File: src/rtl/sysid_check_arbiter_if.sv
// Host-side Avalon-MM read-only port of the system-ID check arbiter.
// The master modport is the host; the slave modport is the arbiter.
interface sysid_check_arbiter_if;
    logic        host_read;
    logic        host_address;
    logic        host_waitrequest;
    logic [31:0] host_readdata;
    logic        host_readdatavalid;

    modport master (
        output host_read,
        output host_address,
        input  host_waitrequest,
        input  host_readdata,
        input  host_readdatavalid
    );

    modport slave (
        input  host_read,
        input  host_address,
        output host_waitrequest,
        output host_readdata,
        output host_readdatavalid
    );
endinterface

File: src/rtl/sysid_check_arbiter.sv
// Owns the system-ID slave: checks ID and timestamp after reset or on request,
// then shares the slave with a host read port. The check always has priority.
module sysid_check_arbiter #(
    parameter logic [31:0] EXPECTED_ID  = 32'h0000_0000,
    parameter logic [31:0] EXPECTED_TS  = 32'h5801_2555,
    parameter bit          CHECK_TS     = 1'b1,
    parameter int unsigned READ_LATENCY = 1
) (
    input  logic                 clock,
    input  logic                 reset,
    output logic                 sid_address,
    input  logic [31:0]          sid_readdata,
    sysid_check_arbiter_if.slave host,
    input  logic                 check_start,
    output logic                 check_done,
    output logic                 id_ok,
    output logic                 ts_ok,
    output logic                 check_pass,
    output logic [31:0]          id_value,
    output logic [31:0]          ts_value
);

    localparam logic [2:0] LAT = 3'(READ_LATENCY);

    typedef enum logic [1:0] {
        BOOT_ID,
        BOOT_TS,
        IDLE,
        HOST
    } state_t;

    state_t      state;
    state_t      state_next;
    logic [2:0]  cnt;
    logic [2:0]  cnt_next;
    logic        pend;
    logic        host_addr_q;
    logic        sample;
    logic        start_check;
    logic        accept;
    logic        waitrequest;
    logic        readdatavalid;
    logic [31:0] readdata;
    logic        ts_match;

    assign sample   = (cnt == 3'd0);
    assign ts_match = CHECK_TS ? (sid_readdata == EXPECTED_TS) : 1'b1;

    assign host.host_waitrequest   = waitrequest;
    assign host.host_readdata      = readdata;
    assign host.host_readdatavalid = readdatavalid;

    always_comb begin
        // NOTE: every output of this block gets a default first, so no path can infer a latch.
        state_next  = state;
        cnt_next    = cnt;
        start_check = 1'b0;
        accept      = 1'b0;
        sid_address = 1'b0;
        waitrequest = 1'b1;

        case (state)
            BOOT_ID: begin
                if (sample) begin
                    state_next = BOOT_TS;
                    cnt_next   = LAT;
                end else begin
                    cnt_next = cnt - 3'd1;
                end
            end
            BOOT_TS: begin
                sid_address = 1'b1;
                if (sample) state_next = IDLE;
                else        cnt_next   = cnt - 3'd1;
            end
            IDLE: begin
                // A pending or fresh check request beats a host read in the same cycle.
                if (check_start || pend) begin
                    start_check = 1'b1;
                    state_next  = BOOT_ID;
                    cnt_next    = LAT;
                end else if (host.host_read) begin
                    accept      = 1'b1;
                    waitrequest = 1'b0;
                    state_next  = HOST;
                    cnt_next    = LAT;
                end
            end
            HOST: begin
                sid_address = host_addr_q;
                if (sample) state_next = IDLE;
                else        cnt_next   = cnt - 3'd1;
            end
            default: state_next = BOOT_ID;
        endcase
    end

    // NOTE: sequential state uses non-blocking assignments so every register sees pre-edge values.
    always_ff @(posedge clock) begin
        if (reset) begin
            state         <= BOOT_ID;
            cnt           <= LAT;
            pend          <= 1'b0;
            host_addr_q   <= 1'b0;
            readdata      <= '0;
            readdatavalid <= 1'b0;
            check_done    <= 1'b0;
            id_ok         <= 1'b0;
            ts_ok         <= 1'b0;
            check_pass    <= 1'b0;
            id_value      <= '0;
            ts_value      <= '0;
        end else begin
            state         <= state_next;
            cnt           <= cnt_next;
            readdatavalid <= 1'b0;

            if (accept) host_addr_q <= host.host_address;

            // A request outside IDLE is remembered until the next IDLE cycle.
            if (start_check) begin
                pend       <= 1'b0;
                check_done <= 1'b0;
                id_ok      <= 1'b0;
                ts_ok      <= 1'b0;
                check_pass <= 1'b0;
            end else if (check_start) begin
                pend <= 1'b1;
            end

            if (sample) begin
                case (state)
                    BOOT_ID: begin
                        id_value <= sid_readdata;
                        id_ok    <= (sid_readdata == EXPECTED_ID);
                    end
                    BOOT_TS: begin
                        ts_value   <= sid_readdata;
                        ts_ok      <= ts_match;
                        check_done <= 1'b1;
                        check_pass <= id_ok & ts_match;
                    end
                    HOST: begin
                        readdata      <= sid_readdata;
                        readdatavalid <= 1'b1;
                    end
                    default: ;
                endcase
            end
        end
    end

endmodule

File: src/flat_wrapper.sv
// flat-port wrapper written by rule: the top's interface ports become plain ports
module sysid_check_arbiter_flat 
#(
    parameter logic [31:0] EXPECTED_ID  = 32'h0000_0000,
    parameter logic [31:0] EXPECTED_TS  = 32'h5801_2555,
    parameter bit          CHECK_TS     = 1'b1,
    parameter int unsigned READ_LATENCY = 1
)
  (clock, reset, sid_address, sid_readdata, check_start, check_done, id_ok, ts_ok, check_pass, id_value, ts_value, host_host_read, host_host_address, host_host_waitrequest, host_host_readdata, host_host_readdatavalid);
  sysid_check_arbiter_if host_i ();
  input  logic clock;
  input  logic reset;
  output logic sid_address;
  input  logic [31:0] sid_readdata;
  input  logic check_start;
  output logic check_done;
  output logic id_ok;
  output logic ts_ok;
  output logic check_pass;
  output logic [31:0] id_value;
  output logic [31:0] ts_value;
  input wire logic [$bits(host_i.host_read)-1:0] host_host_read;
  input wire logic [$bits(host_i.host_address)-1:0] host_host_address;
  output wire logic [$bits(host_i.host_waitrequest)-1:0] host_host_waitrequest;
  output wire logic [$bits(host_i.host_readdata)-1:0] host_host_readdata;
  output wire logic [$bits(host_i.host_readdatavalid)-1:0] host_host_readdatavalid;
  assign host_i.host_read = host_host_read;
  assign host_i.host_address = host_host_address;
  assign host_host_waitrequest = host_i.host_waitrequest;
  assign host_host_readdata = host_i.host_readdata;
  assign host_host_readdatavalid = host_i.host_readdatavalid;
  sysid_check_arbiter #(.EXPECTED_ID(EXPECTED_ID), .EXPECTED_TS(EXPECTED_TS), .CHECK_TS(CHECK_TS), .READ_LATENCY(READ_LATENCY)) u_core (.clock(clock), .reset(reset), .sid_address(sid_address), .sid_readdata(sid_readdata), .host(host_i), .check_start(check_start), .check_done(check_done), .id_ok(id_ok), .ts_ok(ts_ok), .check_pass(check_pass), .id_value(id_value), .ts_value(ts_value));
endmodule
File: config.mk
export PLATFORM = sky130hd
export DESIGN_NAME = sysid_check_arbiter_flat
export DESIGN_NICKNAME = d
export VERILOG_FILES = /design/src/rtl/sysid_check_arbiter_if.sv /design/src/rtl/sysid_check_arbiter.sv /design/src/flat_wrapper.sv
export SDC_FILE = /design/constraint.sdc
export NUM_CORES = 1
export LEC_CHECK = 0
export ABC_AREA = 1
export CAP_MARGIN = 30
export CORE_MARGIN = 10
export CORE_UTILIZATION = 40
export CTS_CLUSTER_SIZE = 16
export DETAILED_ROUTE_END_ITERATION = 16
export PLACE_DENSITY = 0.86
export SYNTH_ARGS = -nofsm -noshare
export SYNTH_HDL_FRONTEND = slang
export SYNTH_SLANG_ARGS = --single-unit
File: constraint.sdc
create_clock -name clock -period 1.4 [get_ports clock]
set_input_delay 0.28 -clock clock [delete_from_list [all_inputs] [get_ports clock]]
set_output_delay 0.28 -clock clock [all_outputs]
set_load 0.1 [all_outputs]
Yosys cells after proc, flatten, opt, wreduce, memory -nomap -nowiden --
Index checks and enable logic that the tools add are counted.
Cells by class: muxes and demuxes 32, bitwise gates (word level) 2, shifts and indexed selects 0, div/mod/pow operators 0, magnitude comparators 0, equal/unequal tests 8, add/sub/neg operators 1, reductions and logical operators 12, multipliers 0
Operators with widths (number):
- $eq 32x31->1 const B | 1
- $logic_not 32->1 | 1
- $mux 1 | 21
- $mux 3 | 4
- $pmux 3 s3 | 1
- $mux 2 | 4
- $reduce_and 2->1 | 4
- $pmux 2 s3 | 1
- $reduce_or 2->1 | 3
- $eq 2x2->1 const B | 2
- $ne 2x1->1 const B | 2
- $logic_not 3->1 | 1
- $ne 3x2->1 const B | 1
- $reduce_and 3->1 | 1
- $sub 3x1->3 const B | 1
- $eq 2x1->1 const B | 1
- $logic_not 2->1 | 1
- $ne 2x2->1 const B | 1
- $pmux 1 s2 | 1
- $and 1x1->1 | 1
- $logic_or 1x1->1 | 1
- $not 1->1 | 1
Word-level totals: memory bits (read-only) 0, output and inout bits 103, latch bits 0, register bits after elaboration 108, memory bits (writable) 0, logic and storage cells 67, bits of input ports 37, memories kept 0

Longest topological paths before layout --
Gate-level depths: netlist of the first run.
word-level depth 6, gate-level depth with buffers 11, gate-level depth less buffers 11

Worst setup path after synthesis of the first run --
Ideal clock, no wire load.
path kind reg2reg, start point register u_core.state[1], end point register u_core.host_addr_q, data required time 1278 ps, slack -203 ps, arrival time 1481 ps, stages on the path, launching flop included 6, buffers on the path 0, cells stage by stage dfxtp_1 > nand2_1 > nor2_2 > nand2_1 > nand2_1 > a21oi_1
On the way: longest elaborated chain between the ends 2
RTL lines:
- start: declaration | line sysid_check_arbiter.sv:32 | state_t state;
- start signal: assignment | line sysid_check_arbiter.sv:114 | state <= state_next;
- $eq 2x2->1 | line sysid_check_arbiter.sv:62 | case (state)
- $mux 1 | line sysid_check_arbiter.sv:62
- end signal: assignment | line sysid_check_arbiter.sv:118 | if (accept) host_addr_q <= host.host_address;
- end: declaration | line sysid_check_arbiter.sv:37 | logic host_addr_q;
No other way between the ends. A chain may end at the register's enable or synchronous reset.

Final worst setup path of the first run --
start point register u_core.state[0], end point register u_core.ts_value[29]
On the way: longest elaborated chain between the ends 2
RTL lines:
- $eq 2x1->1 | line sysid_check_arbiter.sv:132 | case (state)
- $reduce_and 2->1 (no source line)
- end signal: assignment | line sysid_check_arbiter.sv:138 | ts_value <= sid_readdata;
- end: declaration | line sysid_check_arbiter.sv:20 | output logic [31:0] ts_value
No other way between the ends.

==> results_dict.tcl, run 1 <==
set metrics [dict create \
    rows 36 \
    setup_ws_ns -0.181 \
    grt_overflow_total 0 \
    synth_cells 504 \
    synthesis.area_um2 4020 \
    slew_headroom 0.763 \
    p_per_area_nw_per_um2 2140 \
    crit_slowest_cell "dfxtp_2" \
    path_buf_inv 6 \
    pre_cts_ws_ns -0.303 \
    dp_hpwl_um 11400 \
    fin_worst_skew_ns 0.0139 \
    critPathTopFamily "buffers and inverters" \
    final_nets 746 \
    first_global_vias 4526 \
    outcome "complete, but fails checks" \
    syn_area_per_cell_um2 7.98 \
    drive_gt1_frac 0.452 \
    cp-end-kind "flip-flop" \
    via_per_inst 5.68 \
    grt_max_degree 47 \
    synthTopCellsByCount "nor2_1 (122), dfxtp_1 (108), o21ai_0 (92), a21oi_1 (54), inv_1 (27)" \
    drv_slew 0 \
    max-cap-violations 0 \
    synth_cell_types 22 \
    min-delay-start "sid_readdata[2]" \
    synthArstFlopShare 0 \
    vias 4798 \
    grt_pass1_wl_um 25900 \
    path_depth 9 \
    hold_viol 0 \
    worst_pin_slew_ns 0.351 \
    worst_ep_arrival_time_ns 1.86 \
    drc_errors 0 \
    hold_class "primary input to flip-flop" \
    reg2reg_depth 9 \
    grt_usage 0.226 \
    cp-start-kind "flip-flop" \
    ys_seq_elements 108 \
    period_share 1.13 \
    clk_pin_slew_worst_paths_ns 0.11 \
    drtPass1Iterations 6 \
    wirelength_um 19700 \
    io_buffers 139 \
    holdPathStages 3 \
    antenna_found_initial 0 \
    path_cells "inv_4 -> nor2_4 -> inv_2 -> buf_6 -> nor2_4 -> buf_6 -> clkbuf_16 -> buf_4 -> a21oi_2" \
    crit_path_start "u_core.state[0]" \
    rsz0062_at_grt "yes" \
    numCtsBuffers 9 \
    synthTopCellsByArea "dfxtp_1 (54%), o21ai_0 (11%), nor2_1 (11%)" \
    htree_levels 3 \
    synth_ff_type "dfxtp_1" \
    max_freq_mhz 632 \
    core_area_um2 9770 \
    cts_sinks 108 \
    place_congestion 0.933 \
    hold_ws_ns 0.331 \
    clock_latency_ns 0.39 \
    clockRootBuffer "clkbuf_8" \
    yosysTopAreaCellShare 0.537 \
    syn_nets 543 \
    setup_viol 83 \
    ys_seq_area_frac 0.537 \
    slowest_delay_ns 0.39 \
    num_antenna_cells 0 \
    synth_top_area_cell "dfxtp_1" \
    p_leak_nw 3.27 \
    area_growth_pct 102 \
    ant_nets 0 \
    synth_edf_count 0 \
    clk_path_buf_depth 2 \
    fp.dieW_um 120 \
    drt_iter0_drc 482 \
    cts_hold_buf 0 \
    pin_count 140 \
    fp.dieH_um 120 \
    path_class "flip-flop to flip-flop" \
    crit_path_max_fanout 8 \
    initial_core_util 0.412 \
    fp.dieArea_um2 14500 \
    violations "setup timing" \
    cts_tree "yes" \
    yosys.cell_count.top_type "nor2_1" \
    yosysWarnings 0 \
    ir_drop_mv 1.65 \
    r2r-start "u_core.state[0]" \
    worstPathRequired_ns 1.68 \
    min_period_ns 1.58 \
    wl_per_cell_um 23.4 \
]
per-layer routing:
layer / GRT usage / share of wire / vias up
met3: 0.0856 / 0.11 / 83
met4: 0.0920 / 0.049 / 0
met1: 0.235 / 0.35 / 2343
met5: 0 / 0 / -
li1: - / - / 2064
met2: 0.402 / 0.50 / 308
what timing repair did:
action,4_1_cts,5_1_grt
cloned,6,5
gates resized for setup,63,158
setup buffers,17,14
setup endpoints to repair,97,101
pin swaps,31,37
hold endpoints to repair,0,0
flip-flops by register name, indices dropped and copies added, names as in the netlist:
name                            cells
u_core.ts_ok                        1
u_core.id_value                    32
u_core.state                        2
u_core.pend                         1
u_core.check_done                   1
u_core.id_ok                        1
u_core.ts_value                    32
u_core.cnt                          3
u_core.host.host_readdatavalid      1
u_core.host.host_readdata          32
u_core.host_addr_q                  1
u_core.check_pass                   1
worst paths after layout:
kind	to	slack, ns
worst max-delay path	u_core.ts_value[29]	-0.18
worst min-delay path	u_core.ts_value[2]	0.33
worst max register to register	u_core.ts_value[29]	-0.18
worst min register to register	u_core.check_done	0.52
worst reg2reg max path, stage by stage (launching register included):
cell and delay (ns):
dfxtp_2 0.39, inv_4 0.06, nor2_4 0.09, inv_2 0.06
buf_6 0.12, nor2_4 0.23, buf_6 0.18, clkbuf_16 0.18
buf_4 0.12, a21oi_2 0.05
cells in the final DEF (no fill, tap or decap), types with 16 or more instances in the layout:
cell type	n
buf_12	115
clkdlybuf4s50_1	33
o21ai_2	20
nor2_1	90
buf_4	50
nor2_2	20
inv_1	23
nand2_1	16
a21oi_2	22
nor2_4	16
a21oi_1	30
o21ai_0	44
o21ai_1	28
dfxtp_1	103
power breakdown:
part	total, mW	internal, mW	switching, mW
clock	2.02	0.852	1.16
sequential	4.62	3.78	0.836
combinational	10.7	3.80	6.93
total	17.4	8.44	8.93
layout make-up:
class | instances | area [um2]
repair buffers | 221 | 3390
flip-flops and latches | 108 | 2170
multi-input cells | 331 | 2020
fillers | 501 | 1650
inverters | 36 | 168
well taps | 133 | 166
clock buffers | 10 | 128
clock inverters | 6 | 72.6
kinds of logic (layout without fill, tap and decap cells):
group,Yosys count,after routing,share of synthesized area
and+or+nand+nor,174,174,0.181
AOI/OAI and AO/OA,155,155,0.193
DFF,108,108,0.537
buffers and inverters,65,273,0.0821
adders and majority gates,2,2,0.00622
stage by stage:
step | util | cell area [um2] | cells | setup TNS [ns] | total power, mW
floorplan | - | 4030 | 504 | 0 | 10.2
global placement | 0.701 | 6850 | 793 | -1.07 | 13.9
detailed placement | 0.701 | 6850 | 793 | -5.69 | 14.1
CTS | 0.770 | 7530 | 831 | -1.73 | 16.5
global route | 0.831 | 8120 | 845 | -10.97 | 17.8
finish | 0.831 | 8120 | 845 | -7.40 | 17.4
Power figures use the tool's default switching activity.
==> run 2: changes to the inputs <==
--- a/config.mk
+++ b/config.mk
@@ -11,6 +11,7 @@
 export CORE_UTILIZATION = 40
 export CTS_CLUSTER_SIZE = 16
 export DETAILED_ROUTE_END_ITERATION = 16
+export HOLD_SLACK_MARGIN = 0.02
 export PLACE_DENSITY = 0.86
 export SYNTH_ARGS = -nofsm -noshare
 export SYNTH_HDL_FRONTEND = slang
==> constraint.sdc (replaced) <==
create_clock -name clock -period 1.4 [get_ports clock]
set_input_delay 0.42 -clock clock [delete_from_list [all_inputs] [get_ports clock]]
set_output_delay 0.42 -clock clock [all_outputs]
set_load 0.1 [all_outputs]
==> results_dict.tcl, run 2 (synthesized netlist as in run 1, its figures left out) <==
set metrics [dict create \
    outcome "complete, but fails checks" \
    violations "setup timing" \
    path_buf_inv 3 \
    grt_overflow_total 0 \
    worst_ep_arrival_time_ns 1.30 \
    clock_latency_ns 0.39 \
    slew_headroom 0.734 \
    ir_drop_mv 1.78 \
    place_congestion 0.892 \
    worst_pin_slew_ns 0.399 \
    grt_pass1_wl_um 25000 \
    pin_count 140 \
    cp_common_cell "buf_12" \
    drc_errors 0 \
    final_common_cell "buf_12" \
    p_per_area_nw_per_um2 2140 \
    first_global_vias 4642 \
    via_per_inst 5.61 \
    core_area_um2 9770 \
    setup_viol 103 \
    clk_pin_slew_worst_paths_ns 0.11 \
    cts_hold_buf 0 \
    crit_slowest_cell "dfxtp_4" \
    crit_path_max_fanout 3 \
    p_comb_frac 0.620 \
    seq_power_share 0.268 \
    min_period_ns 1.72 \
    critPathTopFamily "flip-flops" \
    drive_gt1_frac 0.602 \
    p_int_mw 8.91 \
    path_depth 5 \
    crit_end "sid_address" \
    slowest_delay_ns 0.37 \
    dp_hpwl_um 11500 \
    fin_worst_skew_ns 0.0150 \
    reg2reg_depth 9 \
    initial_core_util 0.412 \
    wirelength_um 20200 \
    htree_levels 3 \
    io_buffers 139 \
    p_leak_nw 3.40 \
    regArea_um2 2310 \
    fp.dieArea_um2 14500 \
    cts_tree "yes" \
    period_share 1.23 \
    max_freq_mhz 581 \
    cp-start-kind "flip-flop" \
    cp-end-kind "output port" \
    crit_path_start "u_core.state[1]" \
    worstPathRequired_ns 0.98 \
    wl_per_cell_um 23.8 \
    p_clk_frac 0.111 \
    p_sw_frac 0.506 \
    fp.dieW_um 120 \
    grt_max_degree 36 \
    area_growth_pct 109 \
    path_cells "buf_12 -> nor2_4 -> inv_2 -> nand2_2 -> buf_12" \
    antenna_found_initial 0 \
    drv_slew 0 \
    worstReg2RegEnd "u_core.ts_value[10]" \
    clk_path_buf_depth 2 \
    fp.dieH_um 120 \
    final_cell_mix "buf_12 (120), dfxtp_2 (88), nor2_1 (87)" \
    numCtsBuffers 9 \
    setup_ws_ns -0.322 \
    fin_setup_tns_ns -7.98 \
    vias 4752 \
    ant_nets 0 \
    rows 36 \
    drtPass1Iterations 7 \
    multiInputGateArea_um2 2050 \
    cts_sinks 108 \
    p_switching_mw 9.13 \
    grt_usage 0.217 \
    max-cap-violations 0 \
    clockRootBuffer "clkbuf_8" \
    path_class "flip-flop to output port" \
    drt_iter0_drc 398 \
    final_nets 747 \
    regToRegSetupSlack_ns -0.19 \
    rsz0062_at_grt "yes" \
    hold_class "primary input to flip-flop" \
    hold_viol 0 \
    power.total_mw 18.0 \
    fillers 440 \
    r2r-start "u_core.state[1]" \
]
run 2: cell count changes in the layout (fill, tap and decap cells not counted), moves of 5 or more:
| cell | delta |
|---|---|
| a21oi_1 | +5 |
| o21ai_2 | +21 |
| o21ai_0 | -25 |
| buf_12 | +5 |
| dfxtp_4 | +10 |
| buf_4 | -6 |
| o21ai_1 | +7 |
| dfxtp_1 | -94 |
| dfxtp_2 | +84 |
run 2: routing by layer:
layer  vias to the layer above  wire length [um]  global-route usage
met3                       100              1990              0.0959
met2                       314              9900               0.369
met5                         -                 0                   0
li1                       2073                 -                   -
met1                      2265              7040               0.220
met4                         0              1270               0.120
run 2: what timing repair did:
item	4_1_cts	5_1_grt
endpoints found under the setup margin	116	175
buffers inserted	11	14
cloned	4	13
gates resized for setup	58	307
pin swaps	7	30
run 2: worst reg2reg max path, cell delays in order, from the launching register on:
cell	delay, ns
dfxtp_4	0.37
buf_12	0.13
nor2_4	0.10
inv_2	0.06
buf_4	0.14
nor2_4	0.17
buf_12	0.16
clkbuf_16	0.16
o21ai_1	0.08
a21oi_1	0.15
run 2: layout make-up:
type	count	share of cell area
diodes	1	0.000297
clock buffers	12	0.0172
clock inverters	4	0.00669
inverters	36	0.0217
multi-input cells	331	0.244
flip-flops and latches	108	0.275
well taps	133	0.0198
repair buffers	220	0.413
repair inverters	2	0.00268
run 2: how the worst min path moves through the flow:
stage | from | endpoint | slack [ns] | cells after the start
floorplan | u_core.host_addr_q | u_core.host_addr_q | 0.44 | 2
global placement | u_core.host_addr_q | u_core.host_addr_q | 0.45 | 2
detailed placement | u_core.host_addr_q | u_core.host_addr_q | 0.48 | 2
CTS | u_core.host_addr_q | u_core.host_addr_q | 0.50 | 2
global route | sid_readdata[17] | u_core.id_value[17] | 0.46 | 3
finish | sid_readdata[17] | u_core.host.host_readdata[17] | 0.46 | 3
run 2: power by group through the flow:
stage / clock network [mW] / logic [mW] / registers (mW)
6_report: 2.01 / 11.2 / 4.84
5_1_grt: 2.14 / 11.4 / 4.90
4_1_cts: 1.99 / 10.1 / 4.55
3_5_place_dp: 0 / 9.60 / 4.58
3_3_place_gp: 0 / 9.42 / 4.53
2_1_floorplan: 0 / 1.40 / 8.84
run 2: metrics by stage:
step	worst slack, ns	util	instance area (um2)	hold slack [ns]	std cells
final	-0.322	0.861	8410	0.460	847
after global routing	-0.369	0.861	8410	0.459	846
after CTS	-0.287	0.759	7410	0.498	823
after detailed placement	-0.468	0.704	6880	0.483	792
after global placement	-0.450	0.704	6880	0.454	792
after floorplan	-0.0193	-	4030	0.441	504
==> run 3: changes to the inputs <==
--- a/config.mk
+++ b/config.mk
@@ -8,11 +8,12 @@
 export ABC_AREA = 1
 export CAP_MARGIN = 30
 export CORE_MARGIN = 10
-export CORE_UTILIZATION = 40
+export CORE_UTILIZATION = 42
+export CTS_BUF_LIST = sky130_fd_sc_hd__clkbuf_8
 export CTS_CLUSTER_SIZE = 16
 export DETAILED_ROUTE_END_ITERATION = 16
 export HOLD_SLACK_MARGIN = 0.02
-export PLACE_DENSITY = 0.86
+export PLACE_DENSITY = 0.89
 export SYNTH_ARGS = -nofsm -noshare
 export SYNTH_HDL_FRONTEND = slang
 export SYNTH_SLANG_ARGS = --single-unit
==> constraint.sdc (replaced) <==
create_clock -name clock -period 1.4 [get_ports clock]
set_input_delay 0.21 -clock clock [delete_from_list [all_inputs] [get_ports clock]]
set_output_delay 0.21 -clock clock [all_outputs]
set_load 0.1 [all_outputs]
==> results_dict.tcl, run 3 (synthesized netlist as in run 1, its figures left out) <==
set metrics [dict create \
    fillers 488 \
    min_period_ns 1.55 \
    p_leak_nw 3.15 \
    drt_iter0_drc 403 \
    worst_pin_slew_ns 0.349 \
    r2r-start "u_core.cnt[0]" \
    vias 4547 \
    via_per_inst 5.47 \
    holdPathStages 3 \
    hold_class "primary input to flip-flop" \
    worstPathRequired_ns 1.71 \
    drive_gt1_frac 0.376 \
    slew_headroom 0.767 \
    crit_path_max_fanout 10 \
    core_area_um2 9280 \
    pin_count 140 \
    pre_cts_ws_ns -0.158 \
    cp-end-kind "flip-flop" \
    drc_errors 0 \
    max-cap-violations 0 \
    hold_ws_ns 0.439 \
    place_congestion 0.873 \
    crit_path_start "u_core.cnt[0]" \
    path_class "flip-flop to flip-flop" \
    setup_ws_ns -0.150 \
    utilization 0.824 \
    violations "setup timing" \
    period_share 1.11 \
    final_common_cell "nor2_1" \
    numCtsBuffers 9 \
    finalInstanceArea_um2 7650 \
    clock_latency_ns 0.37 \
    cts_tree "yes" \
    wirelength_um 17200 \
    clockRootBuffer "clkbuf_8" \
    grt_max_degree 41 \
    initial_core_util 0.433 \
    drv_slew 0 \
    fp.dieArea_um2 13900 \
    final_nets 736 \
    final_cell_mix "nor2_1 (115), buf_12 (112), dfxtp_1 (103)" \
    antenna_found_initial 0 \
    cts_hold_buf 0 \
    placed_area_um2 6840 \
    clk_path_buf_depth 2 \
    outcome "complete, but fails checks" \
    ir_drop_mv 1.80 \
    fin_worst_skew_ns 0.0130 \
    p_per_area_nw_per_um2 2190 \
    ant_nets 0 \
    cts_sinks 108 \
    clk_pin_slew_worst_paths_ns 0.11 \
    area_growth_pct 90.2 \
    io_buffers 139 \
    fp.dieH_um 118 \
    wl_per_cell_um 20.7 \
    grt_pass1_wl_um 23700 \
    cp-start-kind "flip-flop" \
    reg2reg_depth 8 \
    setup_viol 54 \
    drtPass1Iterations 5 \
    rsz0062_at_grt "yes" \
    max_freq_mhz 645 \
    htree_levels 3 \
    dp_hpwl_um 11400 \
    fp.dieW_um 118 \
    worst_ep_arrival_time_ns 1.86 \
    grt_usage 0.210 \
    power.total_mw 16.8 \
    first_global_vias 4391 \
    num_antenna_cells 0 \
    min-delay-start "host_host_address" \
    rows 35 \
    grt_overflow_total 0 \
    hold_viol 0 \
]
==> run 3: changes by cell type in the layout (fill, tap and decap cells not counted), moves of 13 or more <==
| cell | change |
|---|---|
| nor2_2 | -16 |
| nor2_1 | +28 |
| a21oi_1 | +13 |
| dfxtp_2 | -85 |
| o21ai_2 | -16 |
| dfxtp_1 | +94 |
| o21ai_0 | +18 |
==> run 3: metal layers <==
layer,vias to the layer above,part of all wire,global-route usage
li1,2044,-,-
met1,2210,0.37,0.228
met2,241,0.50,0.369
met3,52,0.090,0.0748
met4,0,0.035,0.0750
met5,-,0,0
==> run 3: critical path, cell delays in order, from the launching register on <==
cell and delay [ns]:
dfxtp_2 0.35, inv_2 0.08, ha_4 0.17, nand2_8 0.08
nor2_4 0.24, buf_12 0.16, clkbuf_16 0.16, o21ai_0 0.11
nor2_1 0.13
==> run 3: final timing paths <==
check                                      endpoint  slack (ns)
worst min register to register   u_core.host_addr_q        0.52
worst min-delay path             u_core.host_addr_q        0.44
worst max-delay path            u_core.ts_value[19]       -0.15
worst max register to register  u_core.ts_value[19]       -0.15
==> run 3: report_power, final <==
part | internal (mW) | switching, mW
clock network | 0.684 | 1.15
logic | 3.64 | 6.73
registers | 3.79 | 0.792
total | 8.11 | 8.67
==> run 3: metrics by stage <==
stage / std cells / setup TNS, ns
2_1_floorplan: 504 / 0
3_3_place_gp: 788 / -0.603
3_5_place_dp: 788 / -5.14
4_1_cts: 816 / -0.0441
5_1_grt: 831 / -7.27
6_report: 831 / -1.89
==> run 3: area by class of cell <==
type                            count  area (um2)  share of cell area
Clock inverter                      7        60.1             0.00785
Sequential cell                   108        2170               0.284
Inverter                           36         173              0.0226
Clock buffer                        9         124              0.0162
Multi-Input combinational cell    331        1750               0.229
Tap cell                          129         161              0.0211
Timing Repair Buffer              211        3210               0.419
==> run 3: what timing repair did <==
| item | CTS | global route |
|---|---|---|
| endpoints found under the hold margin | 0 | 0 |
| setup buffers | 10 | 8 |
| cloned | 2 | 7 |
| setup endpoints to repair | 77 | 82 |
| gates resized for setup | 32 | 112 |
| pin swaps | 8 | 16 |
